--- src/rtl/uart_loopback_ctrl.sv ---
// Avalon-MM master that polls the rs232_0 slave and echoes each received byte
// back out, optionally XOR-transformed, with rx/tx/drop counters for bring-up.
module uart_loopback_ctrl #(
  parameter int unsigned POLL_DIV   = 64,
  parameter int unsigned TX_TIMEOUT = 255,
  parameter logic [7:0]  XOR_MASK   = 8'h00
) (
  input  logic        clk_clk,
  input  logic        reset_reset,
  input  logic        enable,
  output logic        avm_address,
  output logic        avm_chipselect,
  output logic [3:0]  avm_byteenable,
  output logic        avm_read,
  output logic        avm_write,
  output logic [31:0] avm_writedata,
  input  logic [31:0] avm_readdata,
  output logic        busy,
  output logic [15:0] rx_count,
  output logic [15:0] tx_count,
  output logic [7:0]  drop_count,
  output logic        drop_pulse
);

  localparam int PW = (POLL_DIV   > 1) ? $clog2(POLL_DIV)   : 1;
  localparam int TW = (TX_TIMEOUT > 1) ? $clog2(TX_TIMEOUT) : 1;

  typedef enum logic [2:0] {
    INIT, IDLE, RD_DATA, RD_DATA_W, RD_CTRL, RD_CTRL_W, WR_DATA
  } state_t;

  state_t      state_q, state_d;
  logic [PW-1:0] poll_q, poll_d;
  logic [TW-1:0] tmo_q, tmo_d;
  logic [7:0]  hold_q, hold_d;
  logic [15:0] rx_count_q, rx_count_d, tx_count_q, tx_count_d;
  logic [7:0]  drop_count_q, drop_count_d;

  logic        addr_c, cs_c, rd_c, wr_c, drop_c;
  logic [3:0]  be_c;
  logic [31:0] wd_c;

  // Only RVALID, the RX byte and WSPACE are consumed from readdata.
  logic unused_rd;
  assign unused_rd = ^avm_readdata[14:8];

  always_comb begin
    state_d      = state_q;
    poll_d       = poll_q;
    tmo_d        = tmo_q;
    hold_d       = hold_q;
    rx_count_d   = rx_count_q;
    tx_count_d   = tx_count_q;
    drop_count_d = drop_count_q;
    addr_c       = 1'b0;
    cs_c         = 1'b0;
    rd_c         = 1'b0;
    wr_c         = 1'b0;
    drop_c       = 1'b0;
    be_c         = 4'h0;
    wd_c         = 32'h0;
    case (state_q)
      INIT: begin
        // Clear RE/WE so the UART never raises interrupts at us.
        wr_c    = 1'b1;
        cs_c    = 1'b1;
        addr_c  = 1'b1;
        be_c    = 4'hF;
        state_d = IDLE;
      end
      IDLE: begin
        if (!enable) begin
          poll_d = '0;
        end else if (poll_q == PW'(POLL_DIV - 1)) begin
          poll_d  = '0;
          state_d = RD_DATA;
        end else begin
          poll_d = poll_q + 1'b1;
        end
      end
      RD_DATA: begin
        rd_c    = 1'b1;
        cs_c    = 1'b1;
        be_c    = 4'hF;
        state_d = RD_DATA_W;
      end
      RD_DATA_W: begin
        if (avm_readdata[15]) begin
          hold_d     = avm_readdata[7:0];
          rx_count_d = rx_count_q + 16'd1;
          tmo_d      = '0;
          state_d    = RD_CTRL;
        end else begin
          state_d = IDLE;
        end
      end
      RD_CTRL: begin
        rd_c    = 1'b1;
        cs_c    = 1'b1;
        addr_c  = 1'b1;
        be_c    = 4'hF;
        state_d = RD_CTRL_W;
      end
      RD_CTRL_W: begin
        if (avm_readdata[31:16] != 16'h0) begin
          state_d = WR_DATA;
        end else if (tmo_q == TW'(TX_TIMEOUT - 1)) begin
          drop_c  = 1'b1;
          tmo_d   = '0;
          state_d = IDLE;
          if (drop_count_q != 8'hFF) drop_count_d = drop_count_q + 8'd1;
        end else begin
          tmo_d   = tmo_q + 1'b1;
          state_d = RD_CTRL;
        end
      end
      WR_DATA: begin
        wr_c       = 1'b1;
        cs_c       = 1'b1;
        be_c       = 4'b0001;
        wd_c       = {24'h0, hold_q ^ XOR_MASK};
        tx_count_d = tx_count_q + 16'd1;
        // Re-poll immediately so a queued burst drains without the idle gap.
        state_d    = enable ? RD_DATA : IDLE;
      end
      default: state_d = INIT;
    endcase
  end

  always_ff @(posedge clk_clk) begin
    if (reset_reset) begin
      state_q      <= INIT;
      poll_q       <= '0;
      tmo_q        <= '0;
      hold_q       <= 8'h00;
      rx_count_q   <= 16'h0;
      tx_count_q   <= 16'h0;
      drop_count_q <= 8'h0;
    end else begin
      state_q      <= state_d;
      poll_q       <= poll_d;
      tmo_q        <= tmo_d;
      hold_q       <= hold_d;
      rx_count_q   <= rx_count_d;
      tx_count_q   <= tx_count_d;
      drop_count_q <= drop_count_d;
    end
  end

  // Strobes are decoded from state; reset masks them so nothing toggles while held.
  assign avm_address    = addr_c & ~reset_reset;
  assign avm_chipselect = cs_c   & ~reset_reset;
  assign avm_read       = rd_c   & ~reset_reset;
  assign avm_write      = wr_c   & ~reset_reset;
  assign avm_byteenable = reset_reset ? 4'h0  : be_c;
  assign avm_writedata  = reset_reset ? 32'h0 : wd_c;
  assign drop_pulse     = drop_c & ~reset_reset;
  assign busy           = (state_q != IDLE) & ~reset_reset;
  assign rx_count       = rx_count_q;
  assign tx_count       = tx_count_q;
  assign drop_count     = drop_count_q;

endmodule

--- config.mk ---
export PLATFORM = sky130hd
export DESIGN_NAME = uart_loopback_ctrl
export DESIGN_NICKNAME = d
export VERILOG_FILES = /design/src/rtl/uart_loopback_ctrl.sv
export SDC_FILE = /design/constraint.sdc
export NUM_CORES = 1
export LEC_CHECK = 0
export ABC_AREA = 1
export CAP_MARGIN = 20
export CORE_MARGIN = 4
export CORE_UTILIZATION = 47
export CTS_CLUSTER_DIAMETER = 50
export DETAILED_ROUTE_END_ITERATION = 8
export PLACE_DENSITY_LB_ADDON = 0.08
export SYNTH_ARGS = -nofsm -noshare
export SYNTH_HDL_FRONTEND = slang
export SYNTH_SLANG_ARGS = --single-unit
--- constraint.sdc ---
create_clock -name clk_clk -period 1.71 [get_ports clk_clk]
set_clock_uncertainty 0.15 [all_clocks]
set_input_delay 0.2565 -clock clk_clk [delete_from_list [all_inputs] [get_ports clk_clk]]
set_output_delay 0.2565 -clock clk_clk [all_outputs]
set_load 0.01 [all_outputs]
# Word-level counts from Yosys, hierarchy flattened
# Cells that the tools add are included.
# totals
reg_bits	65
input_bits	35
output_inout_bits	82
wordCells	70
# op_classes
add_sub_neg	5
n_eq_ne	14
mux	24
n_bitwise	8
n_reduce_logical	12
# ops
cell	count
$add 16x1->16 const B	2
$mux 32	1
$mux 8	4
$pmux 3 s7	1
$add 8x1->8 const B	2
$pmux 8 s2	1
$reduce_bool 16->1	1
$mux 3	5
$mux 6	2
$eq 3x3->1 const B	3
$eq 8x8->1 const B	1
$ne 2x2->1 const B	4
$ne 8x8->1 const B	1
$pmux 4 s2	1
$mux 1	7
$add 6x1->6 const B	1
$and 1x1->1	6
$eq 3x2->1 const B	2
$eq 6x6->1 const B	1
$reduce_or 2->1	3
$mux 4	1
$reduce_and 2->1	2
$reduce_and 4->1	1
$reduce_or 4->1	1
8 further kinds	9

# Logic depth before layout (Yosys ltp)
# depth
word_depth	5
ltp_mapped	12
ltp_nobuf	12

# Least setup slack after synthesis
# OpenSTA, ideal clock, no wires.
# synth_path
kind	reg-to-output
start	register state_q[2]
end	output port avm_writedata[0]
arrival_ps	1229
required_ps	1304
slack_ps	75
path_stages_with_launch	6
n_path_buf	1
path_cell_list	dfxtp_1 > nand2_2 > nor2_4 > buf_2 > nand2_1 > nor2_1
# synth_via
elab_chain_len	3
# synth_rtl
item	line_no	text
start, declared	32	state_t state_q, state_d;
start signal, assigned	140	state_q <= state_d;
$eq 3x3->1	62	case (state_q)
$mux 8	62	
$mux 32	156	assign avm_writedata = reset_reset ? 32'h0 : wd_c;
end, declared	16	output logic [31:0] avm_writedata,
# Every way passes these cells.

# Final worst setup path
# layout_path
start	register tmo_q[0]
end	output port drop_pulse
# layout_via
elab_chain_len	5
# layout_rtl
item	line_no	text
start, declared	34	logic [TW-1:0] tmo_q, tmo_d;
start signal, assigned	142	tmo_q <= tmo_d;
$eq 8x8->1	107	end else if (tmo_q == TW'(TX_TIMEOUT - 1)) begin
$mux 1	107	
$mux 1	105	if (avm_readdata[31:16] != 16'h0) begin
$mux 1	62	
$and 1x1->1	157	assign drop_pulse = drop_c & ~reset_reset;
end, declared	22	output logic drop_pulse
# Every way passes these cells.

==> metrics.txt <==
status finished, violations left; failing checks negative setup slack; Initial DRC Count 163; worst min-delay path class register to register; CTS tree done; wire per inst approximately 12 microns; RSZ-0062 raised after global routing true; Die ar. 9550 sq um; area leader, netlist dfxtp_1; Post-Route WL 10,300 microns; count leader, synth nand2_1; Placed Area between 5000 and 6000 sq um; area of the core between 7000 and 8000 sq um; post-layout util 70.3%; combinational share of power between 10% and 20%; clk_lat worst skew roughly 0.35 ns; Clock transition at path regs 0.07 ns; post-route cell area 5460 sq um; IO Count 117; Hold Violations, Final 0; CP endpoint kind output port; FP Rows 32; fmax about 530 MHz; CTS sink cnt 65; routed vias 4,090; CTS root buf clkbuf_8; Starting Density 48.7%; Distinct cells, synth 36; Max-Cap Viols 0; grt total ovfl 0; synthesized area 3780 sq um; crit path time final 1.89 ns; Max Transition Viols Final 0; Internal about 2.4 mW; total global-route track usage 20.6%; dominant synthesized flop cell dfxtp_1; remaining antenna violation count 0; DR vias/cell 4.95; vias in the first global route 3,657; first-pass GRT wire length 16,700 microns; synth top area cells dfxtp_1 (34%), nand2_1 (12%), nor2_1 (7.2%), a21oi_1 (7.0%), inv_1 (6.5%); Seq pwr share 46.9%; Die X-Extent 97.7 microns; number of synthesized flops with an enable pin 0; clock network fraction of total power approximately 40%; CP max FO 2; layout cells sized above 1 26.3%; leakage 2.62 nW; DP HPWL 7390 microns; CTS H-tree depth 3; Final setup viols 12; post-synth top area share 34.4%; Max Buffers Root-to-Sink 2; Worst Path Required around 1.3 ns; switch share about 27%; Pre-Repair DR Iteration Count 4; Mean Syn Cell Area 6.61 sq um; Worst VDD drop 358 uV; GP Congestion ~0.86; Layout Nets about 760; Worst Hold Margin 0.307 ns; critical path arrival 1.49 ns; DRC Markers 0; Die H 97.7 microns; PortBufs 85; Startpoint Class register; initial antenna violation count 0; Yosys Warn Count 0; switching power 882 uW; synthesis-stage register bit count between 60 and 70; fin worst setup slack -0.183 ns; synthesis-to-layout area growth 44.3%; critical path class register to output port; Commonest cells post-synth nand2_1 (125), nor2_1 (73), inv_1 (66); Async SR Flop Fraction 0%; total CTS buffers 9; pre-CTS WS -0.523 ns; Post-Synthesis Cells 572; pin count of the biggest net entering global routing 38; diode count 0; period utilisation layout 111%; power density cells just over 600 nW/um^2; share of the yosys chip area belonging to registers 34.4%
[through the flow]
stage	cells	TNS (ns)	power (mW)
2_1_floorplan	595	0	1.81
3_3_place_gp	799	-12.44	1.97
3_5_place_dp	799	-14.07	1.97
4_1_cts	820	-0.332	3.29
5_1_grt	827	-2.13	3.44
6_report	827	-0.803	3.30
[final timing paths]
path / start / to / slack (ns) / cells after the start
setup / recovery: tmo_q[0] / drop_pulse / -0.18 / 9
hold reg to reg: hold_q[7] / hold_q[7] / 0.31 / 2
hold / removal: hold_q[7] / hold_q[7] / 0.31 / 2
setup reg to reg: tmo_q[0] / drop_count[6] / 0.01 / 12
[timing repair]
item / CTS / global route
gates resized for setup: 122 / 62
pin swaps: 6 / 15
endpoints found under the setup margin: 54 / 65
hold buffers: 0 / 0
setup buffers: 5 / 7
[kinds of logic (layout without fill, tap and decap cells)]
group / after synthesis / after routing / share of synthesized area, %
flops: 65 / 65 / 34.4
other cells: 1 / 24 / 0.0991
simple gates: 286 / 286 / 34.1
fa+ha+maj: 6 / 6 / 1.98
compound gates: 96 / 96 / 13.7
buf+inv: 111 / 241 / 14.1
xor+xnor: 7 / 7 / 1.62
[critical path, stage by stage, from the launching register on]
cell and delay, ns:
dfxtp_2 0.33, inv_2 0.08, ha_4 0.13, nand2_2 0.05, nor2_2 0.09, nand2_2 0.07
inv_2 0.07, nand2_2 0.06, nor3_2 0.11, buf_2 0.16
[cell usage in the layout (no fill, tap or decap), types with 2 or more instances in the layout]
cell / n
dlymetal6s2s_1: 18
clkbuf_8: 9
nand2_4: 4
and3_1: 2
nand2_2: 12
dfxtp_1: 42
dfxtp_2: 20
nor2_1: 58
nor3_1: 7
dfxtp_4: 3
inv_1: 64
buf_4: 65
nand3_2: 6
clkinv_2: 4
ha_1: 4
buf_6: 4
nand3b_1: 2
conb_1: 24
nand3_1: 38
a21oi_1: 52
inv_2: 4
nor3_2: 4
nand4_1: 6
dlygate4sd2_1: 14
o21ai_0: 30
xor2_1: 6
nor2_2: 13
nor2_4: 12
clkinvlp_4: 3
nand2_1: 119
o21ai_1: 4
clkdlybuf4s50_1: 35
buf_2: 16
o21bai_1: 3
[layout make-up]
class | instances | area (sq um)
Timing Repair Buffer | 154 | 1330
Tap cell | 102 | 128
Multi-Input combinational cell | 419 | 2190
Sequential cell | 65 | 1340
Inverter | 71 | 272
Clock inverter | 7 | 71.3
Fill cell | 683 | 2310
Clock buffer | 9 | 124
[metal layers]
layer	GRT usage (%)	wire length, microns
met1	26.2	4560
met2	34.9	5020
met3	4.16	578
met4	7.14	152
met5	0	0
[flip-flops by register name (all words and copies together), names as in the netlist]
name and cells:
drop_count 8, hold_q 8, poll_q 6, rx_count 16, state_q 3, tmo_q 8
tx_count 16
[power by group through the flow]
stage	clock network, mW	registers, mW	logic [mW]
after CTS	1.33	1.55	0.413
after global placement	0	1.58	0.387
final	1.31	1.55	0.435
after detailed placement	0	1.58	0.389
after floorplan	0	1.57	0.237
after global routing	1.42	1.55	0.470
Power figures use the tool's default switching activity.
